==> src/rtl/sdc_busy_wait.sv <==
// Busy-completion tracker for the SD card DAT0 busy phase: waits for busy to
// assert, enables the falling-edge detector and times the busy period.
module sdc_busy_wait #(
  parameter int CNT_W     = 24,
  parameter int START_WIN = 16
) (
  input  logic             clk,
  input  logic             reset,
  input  logic             start,
  input  logic             abort,
  input  logic [CNT_W-1:0] timeout_val,
  input  logic             busy_lvl,
  input  logic             busy_end_strb,
  output logic             strb_enable,
  output logic             active,
  output logic             done,
  output logic             timed_out,
  output logic             no_busy,
  output logic [CNT_W-1:0] busy_cycles
);

  typedef enum logic [1:0] {
    IDLE       = 2'd0,
    WAIT_START = 2'd1,
    WAIT_END   = 2'd2,
    FINISH     = 2'd3
  } state_e;

  localparam logic [7:0]       WIN_LAST = 8'(START_WIN - 1);
  localparam logic [CNT_W-1:0] CNT_MAX  = {CNT_W{1'b1}};
  localparam logic [CNT_W-1:0] CNT_ONE  = {{(CNT_W-1){1'b0}}, 1'b1};
  localparam logic [CNT_W-1:0] CNT_ZERO = {CNT_W{1'b0}};

  state_e           state_q, state_d;
  logic [7:0]       win_q, win_d;
  logic [CNT_W-1:0] cnt_q, cnt_d, cnt_inc;
  logic [CNT_W-1:0] tmo_q, tmo_d;
  logic [CNT_W-1:0] busy_cycles_q, busy_cycles_d;
  logic             timed_out_q, timed_out_d;
  logic             no_busy_q, no_busy_d;
  logic             active_q, strb_q, done_q;

  // Next-state and result-latch logic; abort overrides every state, including a start in IDLE.
  always_comb begin
    state_d       = state_q;
    win_d         = win_q;
    cnt_d         = cnt_q;
    tmo_d         = tmo_q;
    busy_cycles_d = busy_cycles_q;
    timed_out_d   = timed_out_q;
    no_busy_d     = no_busy_q;
    cnt_inc       = (cnt_q == CNT_MAX) ? cnt_q : cnt_q + CNT_ONE;

    if (abort) begin
      state_d = IDLE;
    end else begin
      case (state_q)
        IDLE: begin
          if (start) begin
            state_d       = WAIT_START;
            win_d         = 8'd0;
            tmo_d         = timeout_val;
            busy_cycles_d = CNT_ZERO;
            timed_out_d   = 1'b0;
            no_busy_d     = 1'b0;
          end else begin
            state_d = IDLE;
          end
        end
        WAIT_START: begin
          if (busy_lvl) begin
            state_d = WAIT_END;
            cnt_d   = CNT_ZERO;
          end else if (win_q == WIN_LAST) begin
            state_d       = FINISH;
            no_busy_d     = 1'b1;
            busy_cycles_d = CNT_ZERO;
          end else begin
            win_d = win_q + 8'd1;
          end
        end
        WAIT_END: begin
          // A dropped busy level without a strobe keeps waiting: the detector may lag.
          cnt_d = cnt_inc;
          if (busy_end_strb) begin
            state_d       = FINISH;
            busy_cycles_d = cnt_inc;
            timed_out_d   = 1'b0;
          end else if ((tmo_q != CNT_ZERO) && (cnt_inc == tmo_q)) begin
            state_d       = FINISH;
            busy_cycles_d = tmo_q;
            timed_out_d   = 1'b1;
          end else begin
            state_d = WAIT_END;
          end
        end
        FINISH: begin
          state_d = IDLE;
        end
        default: begin
          state_d = IDLE;
        end
      endcase
    end
  end

  // State, counters and registered outputs.
  always_ff @(posedge clk) begin
    if (reset) begin
      state_q       <= IDLE;
      win_q         <= 8'd0;
      cnt_q         <= CNT_ZERO;
      tmo_q         <= CNT_ZERO;
      busy_cycles_q <= CNT_ZERO;
      timed_out_q   <= 1'b0;
      no_busy_q     <= 1'b0;
      active_q      <= 1'b0;
      strb_q        <= 1'b0;
      done_q        <= 1'b0;
    end else begin
      state_q       <= state_d;
      win_q         <= win_d;
      cnt_q         <= cnt_d;
      tmo_q         <= tmo_d;
      busy_cycles_q <= busy_cycles_d;
      timed_out_q   <= timed_out_d;
      no_busy_q     <= no_busy_d;
      active_q      <= (state_d == WAIT_START) || (state_d == WAIT_END);
      strb_q        <= (state_d == WAIT_END);
      done_q        <= (state_q == FINISH) && !abort;
    end
  end

  assign strb_enable = strb_q;
  assign active      = active_q;
  assign done        = done_q;
  assign timed_out   = timed_out_q;
  assign no_busy     = no_busy_q;
  assign busy_cycles = busy_cycles_q;

endmodule

==> config.mk <==
export PLATFORM = sky130hd
export DESIGN_NAME = sdc_busy_wait
export DESIGN_NICKNAME = d
export VERILOG_FILES = /design/src/rtl/sdc_busy_wait.sv
export SDC_FILE = /design/constraint.sdc
export NUM_CORES = 1
export LEC_CHECK = 0
export ABC_AREA = 1
export CAP_MARGIN = 20
export CORE_MARGIN = 4
export CORE_UTILIZATION = 56
export DETAILED_ROUTE_END_ITERATION = 7
export GPL_TIMING_DRIVEN = 0
export PLACE_DENSITY = 0.8
export SLEW_MARGIN = 25
export SYNTH_ARGS = -nofsm -noshare
export SYNTH_HDL_FRONTEND = slang
export SYNTH_SLANG_ARGS = --single-unit
==> constraint.sdc <==
create_clock -name clk -period 3.25 [get_ports clk]
set_input_delay 0.325 -clock clk [delete_from_list [all_inputs] [get_ports clk]]
set_output_delay 0.325 -clock clk [all_outputs]
set_load 0.1 [all_outputs]
### Word level (Yosys, flattened, before mapping)

Cells that the tools add are included.

* add/subtract/negate cells: 2
* eq/ne operators: 14
* multiplexer cells: 27
* bitwise logic cells: 1
* reductions and logical operators: 16

Operator list (count)
* $mux 24: 7
* $pmux 24 s3: 1
* $pmux 24 s2: 1
* $add 24x1->24 const B: 1
* $eq 24x24->1: 1
* $eq 24x24->1 const B: 1
* $mux 8: 3
* $reduce_bool 24->1: 1
* $pmux 8 s2: 1
* $ne 2x2->1 const B: 5
* $reduce_and 5->1: 2
* $add 8x1->8 const B: 1
* $eq 8x4->1 const B: 1
* $mux 1: 8
* $pmux 2 s4: 1
* $eq 2x2->1 const B: 3
* $mux 2: 3
* $reduce_and 3->1: 2
* $reduce_and 6->1: 1
* $reduce_bool 2->1: 3
* $eq 2x1->1 const B: 2
* $pmux 1 s2: 2
* $reduce_and 4->1: 1
* $ne 3x3->1 const B: 1
* 6 further kinds: 7

* register bits: 87
* input bits: 30
* output and inout bits: 29
* logic and storage cells: 70

### Longest topological paths before layout

* depth after elaboration: 10
* gate-level depth with buffers: 23
* mapped depth without buffers: 21

### Worst setup path after synthesis

OpenSTA, ideal clock, no wires.

* path type: register to register
* from: register cnt_q[0]
* to: register active_q (netlist: active)
* setup time: 0.066 ns
* data arrival time: 2.518 ns
* data required time: 3.184 ns
* path slack: 0.666 ns
* stages on the path, launching flop included: 22
* buffers on the path: 3
* period minus slack after synthesis: 2.584 ns
* path through: dfxtp_1 -> ha_1 -> buf_2 -> inv_2 -> nor2_4 -> nand2_2 -> nor2_4 -> nand2_2 -> buf_6 -> buf_6 -> nand3_1 -> nand2_1 -> nor2_1 -> nand2_1 -> nor3_2 -> nand3_1 -> nand2_1 -> nand2_1 -> nand2_1 -> nand2_1 -> ha_1 -> nor2_1

* cells in the longest elaborated chain, start to end: 10
* elaborated cells on any way between the ends: 12
* classes of those cells: add/sub: 1; eq/ne: 4; mux: 5; reduce/logical: 2

RTL lines
* start: declaration: line 36 `logic [CNT_W-1:0] cnt_q, cnt_d, cnt_inc;`
* start signal: assignment: line 123 `cnt_q <= cnt_d;`
* $add 24x1->24 or $eq 24x24->1 (tied branches): line 52 `cnt_inc = (cnt_q == CNT_MAX) ? cnt_q : cnt_q + CNT_ONE;`
* $mux 24 (*): line 52
* $eq 24x24->1 (*): line 89 `end else if ((tmo_q != CNT_ZERO) && (cnt_inc == tmo_q)) begin`
* $logic_and 1x1->1 (*): line 89
* $mux 1 (*): line 89
* $mux 1 (*): line 85 `if (busy_end_strb) begin`
* $pmux 2 s4 (*): line 57 `case (state_q)`
* $mux 2 (*): line 54 `if (abort) begin`
* $eq 2x1->1 or $eq 2x2->1 (tied branches): line 128 `active_q <= (state_d == WAIT_START) || (state_d == WAIT_END);`
* $logic_or 1x1->1 (*): line 128
* end signal: assignment: line 128
* end: declaration: line 41 `logic active_q, strb_q, done_q;`

Mark *: on every way between the ends. The rest lies on a longest branch, timed or not.
A chain may end at the register's enable or synchronous reset.

### Worst setup path after layout

Same ends and word-level chain as after synthesis.

==> summary.md <==
| Metric | Value |
|---|---|
| Cts-stage hold buffer count | 0 |
| Critical path arrival | 3340 ps |
| Initial core utilization | 57.4% |
| Avg Synthesized Cell Area | 6.19 um2 |
| Mapped Area | 5000 um2 |
| Initial DRC count | 497 |
| Final setup TNS | 0 ps |
| # nets final | 908 |
| Root buffer cell | clkbuf_8 |
| Post-CTS Resized | 0 |
| RSZ-0062 raised after global routing | no |
| Placed cell area | 5700 um2 |
| Gr ovfl total | 0 |
| Area growth from synthesis to layout | 18.4% |
| Most numerous cell on the critical path | nand2_1 |
| Slew @ Worst Pin | 990 ps |
| Num rows | 34 |
| Fill cell count | 810 |
| Setup crit end kind | flop |
| Number of synthesized register bits | 87 |
| Post-synth top area cell | dfxtp_1 |
| Async set or reset register ratio after synthesis | 0% |
| Vias in the first global route | 5337 |
| Req. time, crit path | 3570 ps |
| All-Layer GR Usage | 31.9% |
| Hold Vio Cnt, Final | 0 |
| Total CTS buffers | 9 |
| Worst-path clk slew | 110 ps |
| Pwr/cell area | 412 nW/um2 |
| Mapped Nets | 841 |
| Initial antenna violation count | 0 |
| Die height | 103 um |
| Final Instance Area | 5920 um2 |
| DR WL/cell | 16.6 um |
| CTS tree | yes |
| Share of cells above drive strength 1 | 5.34% |
| Post-DP HPWL | 12900 um |
| Die Width | 103 um |
| Sequential area share after synthesis | 34.8% |
| Post CTS Setup Buffer Count | 0 |
| Fin crit period | 3020 ps |
| Worst skew pair latency | 380 ps |
| CORE AREA | 8720 um2 |
| Largest net degree at the start of global routing | 19 |
| Port bufs | 56 |
| Drt first pass iters | 5 |
| Vias | 5705 |
| # diodes | 0 |
| GPL Wtd Cong | 0.988 |
| Hold Crit Class | input pin to flop |
| Placed instance count | 972 |
| Slowest-stage cell, CP | dfxtp_4 |
| Die area | 10500 um2 |
| First-pass GRT wire length | 25800 um |
| Worst path cell trace | ha_1 > clkbuf_4 > inv_2 > nor2_4 > nand2_2 > nor2_4 > nand2_2 > buf_6 > buf_6 > nand3_1 > nand2_1 > nor2_1 > nand2_1 > nor3_2 > nand3_2 > nand2_1 > nand2_1 > nand2_1 > nand2_1 > ha_1 > nor2_1 |
| Top_reg_cell synth | dfxtp_1 |
| Worst setup path class | flop to flop |
| MaxCap Viol Count | 0 |
| Post-route DRC violation count | 0 |
| Leak Pwr | 2.31 nW |
| CP peak stage delay | 410 ps |
| Top-level I/O count | 59 |
| Tcrit/Tclk final | 93.0% |
| Distinct cells, synth | 32 |
| H-tree Lvls | 3 |
| Final Skew | 14.8 ps |
| Vias per cell | 5.77 |
| EDFF count, synth | 0 |
| Max-slew violations | 0 |
| Setup violators final | 0 |
| Remaining antenna violation count after routing | 0 |
| Highest Clock Rate | 0.331 GHz |
| Crit-path max FO | 10 |
| Top cell type's share of synthesized area | 34.8% |
| Clk buf depth | 2 |
| Synth area leaders | dfxtp_1 35%, nand2_1 16%, nand3_1 9.8% |
| Clock sink count | 87 |
| CP top delay family | simple AND/OR/NAND/NOR gates |
| Status | finished clean |
| Cells after Synth | 808 |
| CP startpoint kind | flop |
| Overall routed net length | 16400 um |
| CP Buf/Inv Count | 4 |
| Max IR drop VDD | 0.255 mV |
| Yosys warnings | 0 |
| Fin cells | 988 |
| Slew headroom | 33.8% |
==> cells in the final DEF, fill, tap and decap left out, drive strengths merged, types with 5 or more instances in the layout <==
cell           netlist  final
nand3               99     99
nand4               13     13
a21oi               70     70
buf                 12     11
inv                 73     77
nor3                 6      6
clkbuf              27     37
dfxtp               87     87
clkdlybuf4s50        0     56
nand2              220    220
xor2                 5      5
o21ai               57     57
nor2               106    106
o22ai               12     12
==> through the flow <==
stage / utilization [%] / worst slack, ps / hold slack, ps / power, mW
final: 67.9 / 228 / 279 / 2.44
after global routing: 67.9 / 0.426 / 290 / 2.53
after floorplan: - / 666 / 450 / 1.52
after global placement: 65.3 / 61.9 / 444 / 1.66
after CTS: 67.6 / 8.93 / 281 / 2.43
after detailed placement: 65.3 / 59.0 / 458 / 1.67
==> metal layers <==
metal  routed length [um]  part of all wire, %  up-vias  track usage [%]
met5                    0                    0        -                0
met4                  824                  5.0        0             17.8
met3                 1420                  8.7       67             5.89
met2                 7330                   45      274             50.0
met1                 6830                   42     2582             41.4
li1                     -                    -     2782                -
==> where the power goes <==
part / internal (mW) / switching (mW) / leakage, nW
combinational: 0.147 / 0.355 / 1.51
sequential: 1.11 / 0.0360 / 0.712
clock: 0.302 / 0.488 / 0.0970
total: 1.56 / 0.879 / 2.31
==> worst register-to-register path: stages, from the launching register on <==
cell and delay [ps]:
dfxtp_4 410, ha_1 160, clkbuf_4 190, inv_2 60
nor2_4 140, nand2_2 100, nor2_4 150, nand2_2 90
buf_6 160, buf_6 150, nand3_1 80, nand2_1 50
nor2_1 110, nand2_1 90, nor3_2 190, nand3_2 130
nand2_1 80, nand2_1 60, nand2_1 90, nand2_1 70
ha_1 290, nor2_1 110
==> kinds of logic after synthesis <==
logic type               after synthesis  share of synthesized area [%]
adder cells (fa/ha/maj)                3                          0.750
XOR/XNOR                               6                           1.05
AND/OR/NAND/NOR                      454                           39.0
buffers and inverters                113                           9.33
flip-flops                            87                           34.8
AO/OA/AOI/OAI                        145                           15.1
==> cells in the mapped netlist (3+ instances only) <==
cell,instances
dfxtp_1,87
nor2_1,98
nand2_2,3
nor3b_1,3
xor2_1,5
and2_1,3
buf_1,3
buf_6,5
nor2_2,5
nand4_1,13
nand2_1,217
nor3_1,5
a21oi_1,70
o21ai_0,57
o22ai_1,12
ha_1,3
nor2_4,3
buf_2,4
inv_1,71
nor4_1,3
clkbuf_1,27
nand3_1,98
==> path summary, 6_finish.rpt <==
path                            startpoint  endpoint  slack, ps  cells past startpoint
worst max register to register    cnt_q[0]    active        230                     21
worst max-delay path              cnt_q[0]    active        230                     21
worst min-delay path                 reset  cnt_q[0]        280                      2
worst min register to register     no_busy   no_busy        470                      2
==> sequential cells by signal (all words and copies together) (netlist names) <==
| name | flops |
|---|---|
| cnt_q | 24 |
| timed_out | 1 |
| busy_cycles | 24 |
| strb_enable | 1 |
| done | 1 |
| active | 1 |
| no_busy | 1 |
| state_q | 2 |
| win_q | 8 |
| tmo_q | 24 |
==> final cells by class <==
type                            instances  area [um2]  share of cell area [%]
Clock buffer                            9         124                    2.09
Sequential cell                        87        1750                    29.5
Multi-Input combinational cell        608        2810                    47.4
Timing Repair Buffer                   56         561                    9.47
Clock inverter                          7        72.6                    1.23
Inverter                               74         278                    4.69
Tap cell                              108         135                    2.28
Buffer                                 39         193                    3.25
Power figures use the tool's default switching activity.
